--- src/rtl/rst_seq_pkg.sv ---
// Shared state encoding, default parameters and sizing helpers for the DDR4 reset sequencer.
package rst_seq_pkg;

    typedef enum logic [2:0] {
        ST_RST      = 3'd0,
        ST_DDR_HOLD = 3'd1,
        ST_CAL_WAIT = 3'd2,
        ST_USR_HOLD = 3'd3,
        ST_RUN      = 3'd4,
        ST_FAIL     = 3'd5
    } seq_state_t;

    localparam int DEF_SYNC_STAGES  = 2;
    localparam int DEF_DDR_HOLD_CYC = 16;
    localparam int DEF_USR_HOLD_CYC = 8;
    localparam int DEF_CAL_TIMEOUT  = 1048576;

    function automatic int max_int(input int a, input int b);
        return (a > b) ? a : b;
    endfunction

    // Counter only ever reaches max_count-1, so log2(max_count) bits suffice.
    function automatic int cnt_width(input int max_count);
        return (max_count < 2) ? 1 : $clog2(max_count);
    endfunction

endpackage

--- src/rtl/rst_seq_sync.sv ---
// Multi-flop synchronizer with asynchronous active-low clear; used for reset release and calib_done.
module rst_seq_sync
    import rst_seq_pkg::*;
#(
    parameter int WIDTH  = 1,
    parameter int STAGES = DEF_SYNC_STAGES
) (
    input  logic             clk,
    input  logic             rst_n,
    input  logic [WIDTH-1:0] d,
    output logic [WIDTH-1:0] q
);

    genvar gi;
    generate
        for (gi = 0; gi < STAGES; gi++) begin : g_stage
            logic [WIDTH-1:0] d_stage;
            logic [WIDTH-1:0] q_reg;

            if (gi == 0) begin : g_in
                assign d_stage = d;
            end else begin : g_chain
                assign d_stage = g_stage[gi-1].q_reg;
            end

            always_ff @(posedge clk or negedge rst_n) begin
                if (!rst_n) begin
                    q_reg <= '0;
                end else begin
                    q_reg <= d_stage;
                end
            end
        end
    endgenerate

    assign q = g_stage[STAGES-1].q_reg;

endmodule

--- src/rtl/rst_seq.sv ---
// DDR4 reset sequencer: DDR hold, calibration wait, user hold, run.
// Optional calibration timeout and FAIL state enabled by macro RST_SEQ_TIMEOUT_EN.
module rst_seq
    import rst_seq_pkg::*;
#(
    parameter int SYNC_STAGES  = DEF_SYNC_STAGES,
    parameter int DDR_HOLD_CYC = DEF_DDR_HOLD_CYC,
    parameter int USR_HOLD_CYC = DEF_USR_HOLD_CYC,
    parameter int CAL_TIMEOUT  = DEF_CAL_TIMEOUT
) (
    input  logic       clk,
    input  logic       rstn,
    input  logic       calib_done,
    output logic       ddr_rstn,
    output logic       usr_rstn,
    output logic       ready,
    output logic       cal_timeout,
    output logic [2:0] seq_state
);

    generate
        if (SYNC_STAGES < 2 || SYNC_STAGES > 4 || DDR_HOLD_CYC < 1 ||
            USR_HOLD_CYC < 1 || CAL_TIMEOUT < 1) begin : g_bad_param
            $error("rst_seq: illegal parameter value");
        end
    endgenerate

    localparam int HOLD_MAX = max_int(DDR_HOLD_CYC, USR_HOLD_CYC);
`ifdef RST_SEQ_TIMEOUT_EN
    localparam int CNT_MAX  = max_int(HOLD_MAX, CAL_TIMEOUT);
`else
    localparam int CNT_MAX  = HOLD_MAX;
`endif
    localparam int CNT_W    = cnt_width(CNT_MAX);

    localparam logic [CNT_W-1:0] DDR_LAST = CNT_W'(DDR_HOLD_CYC - 1);
    localparam logic [CNT_W-1:0] USR_LAST = CNT_W'(USR_HOLD_CYC - 1);
`ifdef RST_SEQ_TIMEOUT_EN
    localparam logic [CNT_W-1:0] CAL_LAST = CNT_W'(CAL_TIMEOUT - 1);
`endif

    logic             rst_s;
    logic             cal_s;
    seq_state_t       state_reg;
    logic [CNT_W-1:0] cnt_reg;
    logic             ddr_rstn_reg;
    logic             usr_rstn_reg;
    logic             ready_reg;

    rst_seq_sync #(
        .WIDTH  (1),
        .STAGES (SYNC_STAGES)
    ) u_rst_sync (
        .clk   (clk),
        .rst_n (rstn),
        .d     (1'b1),
        .q     (rst_s)
    );

    rst_seq_sync #(
        .WIDTH  (1),
        .STAGES (SYNC_STAGES)
    ) u_cal_sync (
        .clk   (clk),
        .rst_n (rstn),
        .d     (calib_done),
        .q     (cal_s)
    );

`ifdef RST_SEQ_TIMEOUT_EN
    logic cal_timeout_reg;
    assign cal_timeout = cal_timeout_reg;
`else
    assign cal_timeout = 1'b0;
`endif

    // Outputs are updated together with the state so every output is a flop.
    always_ff @(posedge clk or negedge rstn) begin
        if (!rstn) begin
            state_reg       <= ST_RST;
            cnt_reg         <= '0;
            ddr_rstn_reg    <= 1'b0;
            usr_rstn_reg    <= 1'b0;
            ready_reg       <= 1'b0;
`ifdef RST_SEQ_TIMEOUT_EN
            cal_timeout_reg <= 1'b0;
`endif
        end else begin
            case (state_reg)
                ST_RST: begin
                    cnt_reg <= '0;
                    if (rst_s) begin
                        state_reg <= ST_DDR_HOLD;
                    end
                end

                ST_DDR_HOLD: begin
                    if (cnt_reg == DDR_LAST) begin
                        state_reg    <= ST_CAL_WAIT;
                        cnt_reg      <= '0;
                        ddr_rstn_reg <= 1'b1;
                    end else begin
                        cnt_reg <= cnt_reg + CNT_W'(1);
                    end
                end

                // A synchronized calib_done wins over an expiring timeout.
                ST_CAL_WAIT: begin
                    if (cal_s) begin
                        state_reg <= ST_USR_HOLD;
                        cnt_reg   <= '0;
                    end
`ifdef RST_SEQ_TIMEOUT_EN
                    else if (cnt_reg == CAL_LAST) begin
                        state_reg       <= ST_FAIL;
                        cnt_reg         <= '0;
                        ddr_rstn_reg    <= 1'b0;
                        usr_rstn_reg    <= 1'b0;
                        ready_reg       <= 1'b0;
                        cal_timeout_reg <= 1'b1;
                    end else begin
                        cnt_reg <= cnt_reg + CNT_W'(1);
                    end
`endif
                end

                ST_USR_HOLD: begin
                    if (!cal_s) begin
                        state_reg <= ST_CAL_WAIT;
                        cnt_reg   <= '0;
                    end else if (cnt_reg == USR_LAST) begin
                        state_reg    <= ST_RUN;
                        cnt_reg      <= '0;
                        usr_rstn_reg <= 1'b1;
                        ready_reg    <= 1'b1;
                    end else begin
                        cnt_reg <= cnt_reg + CNT_W'(1);
                    end
                end

                // Losing calibration only resets the user side; the controller keeps running.
                ST_RUN: begin
                    if (!cal_s) begin
                        state_reg    <= ST_CAL_WAIT;
                        cnt_reg      <= '0;
                        usr_rstn_reg <= 1'b0;
                        ready_reg    <= 1'b0;
                    end
                end

`ifdef RST_SEQ_TIMEOUT_EN
                ST_FAIL: begin
                    cnt_reg         <= '0;
                    ddr_rstn_reg    <= 1'b0;
                    usr_rstn_reg    <= 1'b0;
                    ready_reg       <= 1'b0;
                    cal_timeout_reg <= 1'b1;
                end
`endif

                default: begin
                    state_reg    <= ST_RST;
                    cnt_reg      <= '0;
                    ddr_rstn_reg <= 1'b0;
                    usr_rstn_reg <= 1'b0;
                    ready_reg    <= 1'b0;
                end
            endcase
        end
    end

    assign ddr_rstn  = ddr_rstn_reg;
    assign usr_rstn  = usr_rstn_reg;
    assign ready     = ready_reg;
    assign seq_state = state_reg;

endmodule

--- config.mk ---
export PLATFORM = sky130hd
export DESIGN_NAME = rst_seq
export DESIGN_NICKNAME = d
export VERILOG_FILES = /design/src/rtl/rst_seq_pkg.sv /design/src/rtl/rst_seq_sync.sv /design/src/rtl/rst_seq.sv
export SDC_FILE = /design/constraint.sdc
export NUM_CORES = 1
export LEC_CHECK = 0
export BUFFER_PORTS_ARGS = -buffer_cell sky130_fd_sc_hd__buf_2
export CAP_MARGIN = 20
export CORE_MARGIN = 4
export CORE_UTILIZATION = 54
export DETAILED_ROUTE_END_ITERATION = 12
export PLACE_DENSITY_LB_ADDON = 0.12
export SLEW_MARGIN = 20
export SYNTH_ARGS = -nofsm -noshare
export SYNTH_HDL_FRONTEND = slang
export SYNTH_HIERARCHICAL = 1
export SYNTH_SLANG_ARGS = --single-unit
export TNS_END_PERCENT = 20
--- constraint.sdc ---
create_clock -name clk -period 1.4 [get_ports clk]
set_input_delay 0.07 -clock clk [delete_from_list [all_inputs] [get_ports clk]]
set_output_delay 0.07 -clock clk [all_outputs]
set_load 0.01 [all_outputs]
==> run metrics <==
core area between 1000 and 1500 um^2; count of unresolved DRC violations after routing 0; Req. time, crit path 1.53 ns; setup-violating endpoint count in the final report 0; Max FO, Critical Path 7; most common library cell in the layout ignoring fill and taps dfrtp_1; gp weighted congestion 0.778; switching share of power 39.4%; Routed WL ~1600 um; std cell rows 13; global route overflow 0; highest-count cells in the layout ignoring fill and taps dfrtp_1 (12), buf_2 (8), o21ai_1 (5), buf_4 (5), nand3_1 (4); min Tclk post-route approximately 1.3 ns; post-CTS setup buffer count 0; CP arrival roughly 1.4 ns; cell with the largest stage delay on the worst path dfrtp_1; critical path, cell by cell ha_2 > nand3b_1 > a32oi_2 > o31ai_1; Root Buffer clkbuf_4; total leakage power 0.383 nW; height of the die 45.8 um; final clock skew 0.0114 ns; width of the chip between 40 and 50 um; maximum vdd ir drop 0.00108 V; First DRT Iteration DRCs 10; total of flip-flops plus latches after synthesis 13; share of total power in sequential cells 42.0%; areal power density over the cells 1780 nW/um^2; Num Clock Sinks 13; accumulated negative setup slack 0 ns; post-synth net total 79; Max Clock Freq 795 MHz; clock-pin slew on the worst setup and hold paths 0.08 ns; delay contributed by the slowest stage of the critical path 0.39 ns; routed wire length per instance between 15 and 20 um; pin count of the biggest net entering global routing 18; period utilisation layout 89.8%; total half-perimeter wirelength after legalization and detailed placement approximately 1100 um; Cell Int Power 0.937 mW; post-synthesis cell type count 37; status complete, no violations; relative area change from synthesis to final layout 13.0%; wire length of the first global-routing pass 2750 um; synthesized area divided by synthesized cell count 10.3 um^2; Yosys warning count 6; length of the first detailed-routing pass in iterations 4; nature of the critical path endpoint flop; total standard cell area after synthesis ~770 um^2; Vias 623; kind of path behind the tightest hold check in2async; initial antenna violation count 0; number of buffer and inverter stages on the critical path 0; top post-synthesis cells by area dfrtp_1 (42%), and3b_2 (3.9%), buf_4 (3.9%); initial cell density of the core 58.5%; P_sw 0.609 mW; Max Root-Sink Buffers 2; number of port buffers 8; count of mapped cells out of synthesis 75; count of endpoints failing hold in the final timing report 0; Largest register FFs 4; insertion delay to the later sink of the worst-skew pair 0.27 ns; setup repair after global routing missed its margin false; final layout net count 93; total routed wire length on the met1 layer 731 um; total track usage between 10% and 20%; sequential area share after synthesis a little over two fifths; kind of cell adding the most delay to the critical path flip-flops; overall power after layout 1.55 mW; share of total power in combinational logic 43.5%; H-Tree Depth 1; share of layout cells above drive strength 1 slightly above 30%; overall die area 2100 um^2; ant diodes 0; highest routing layer actually used met4; count of nets left with antenna violations after detail routing 0; Met2 Wirelength 724 um; Ports 10; vias per cell 6.05; via count of the first global-routing pass a little over 600; clock tree from TritonCTS built; max cap viols 0; type of the worst setup path reg2reg; number of buffers created by CTS 3; post-synth top area share 42.2%; clock group share of total power between 10 and 15%; startpoint kind of the worst setup timing path flop; metal3 WL around 86 um; number of pins with negative max-slew slack in the final report 0; post-synthesis cell type with the largest combined area dfrtp_1
[layout make-up]
cell class              instances  area [um^2]
inverters                       1         3.75
repair buffers                 15         97.6
fillers                       116          447
clock buffers                   4         26.3
well taps                      15         18.8
multi-input cells              55          398
flip-flops and latches         13          327
[stage by stage]
stage          utilization [%]  worst slack [ns]  cells  hold WS [ns]  cell area [um^2]
4_1_cts                   65.8            0.0978    103         0.210               867
3_5_place_dp              62.3             0.125     97       -0.0326               821
6_report                  66.1             0.142    103         0.199               871
2_1_floorplan                -             0.166     75        -0.226               771
5_1_grt                   66.1            0.0534    103         0.214               871
3_3_place_gp              62.3             0.138     97       -0.0302               821
[power groups by stage]
stage | Sequential, mW | Clock (mW) | Combinational (mW)
after global placement | 0.640 | 0 | 0.647
after CTS | 0.639 | 0.232 | 0.666
after floorplan | 0.599 | 0 | 0.538
after detailed placement | 0.646 | 0 | 0.657
after global routing | 0.675 | 0.253 | 0.754
final | 0.649 | 0.225 | 0.672
[path summary, 6_finish.rpt]
path | start | to | slack (ns) | depth (start not counted)
worst min-delay path | rstn | cnt_reg[1] | 0.20 | 2
worst max-delay path | cnt_reg[1] | seq_state[0] | 0.14 | 4
worst max register to register | cnt_reg[1] | seq_state[0] | 0.14 | 4
min in group clk | u_rst_sync/g_stage[0].q_reg | u_rst_sync/q | 0.35 | 0
max in group asynchronous | rstn | seq_state[0] | 0.95 | 2
worst min register to register | u_rst_sync/g_stage[0].q_reg | u_rst_sync/q | 0.35 | 0
[worst reg2reg max path: cells and delay by family (launching register included)]
family	cells	cell delay (ns)
AND/OR/NAND/NOR	1	0.14
AO/OA/AOI/OAI	2	0.33
flip-flops	1	0.39
adder cells (fa/ha/maj)	1	0.26
[Yosys cell counts]
cell type,n
dfrtp_1,13
o21ai_1,5
buf_4,4
nand3_1,4
a31oi_1,3
and3b_2,3
nand2_1,3
nor2b_1,3
a21oi_1,2
a22oi_1,2
conb_1,2
nand3b_1,2
nor2_1,2
nor3b_1,2
nor3b_2,2
o21ai_0,2
a32oi_2,1
and2_1,1
and2b_1,1
and2b_4,1
and3_1,1
and4b_1,1
and4b_2,1
and4bb_1,1
buf_2,1
buf_6,1
ha_1,1
inv_1,1
nand4_1,1
nand4b_1,1
o211ai_1,1
o211ai_2,1
o22ai_1,1
o2bb2ai_1,1
o31ai_1,1
or2b_1,1
xor2_1,1
[layer usage]
layer | GRT usage [%] | up-vias
met5 | 0 | -
met4 | 6.82 | 0
met3 | 3.95 | 2
met1 | 24.6 | 303
li1 | - | 299
met2 | 29.5 | 19
[cell families after synthesis]
kind of cell,after synthesis,synth area share (%)
and+or+nand+nor,31,29.7
AOI/OAI and AO/OA,20,17.9
DFF,13,42.2
buffers and inverters,7,6.49
other,2,0.974
xor gates and xnor gates,1,1.14
adders and majority gates,1,1.62
[timing repair]
action / in CTS / in global routing
setup endpoints to repair: 0 / 2
hold buffers: 2 / 0
hold endpoints to repair: 14 / 0
gates resized for setup: 0 / 2
(Power assumes the default switching activity.)
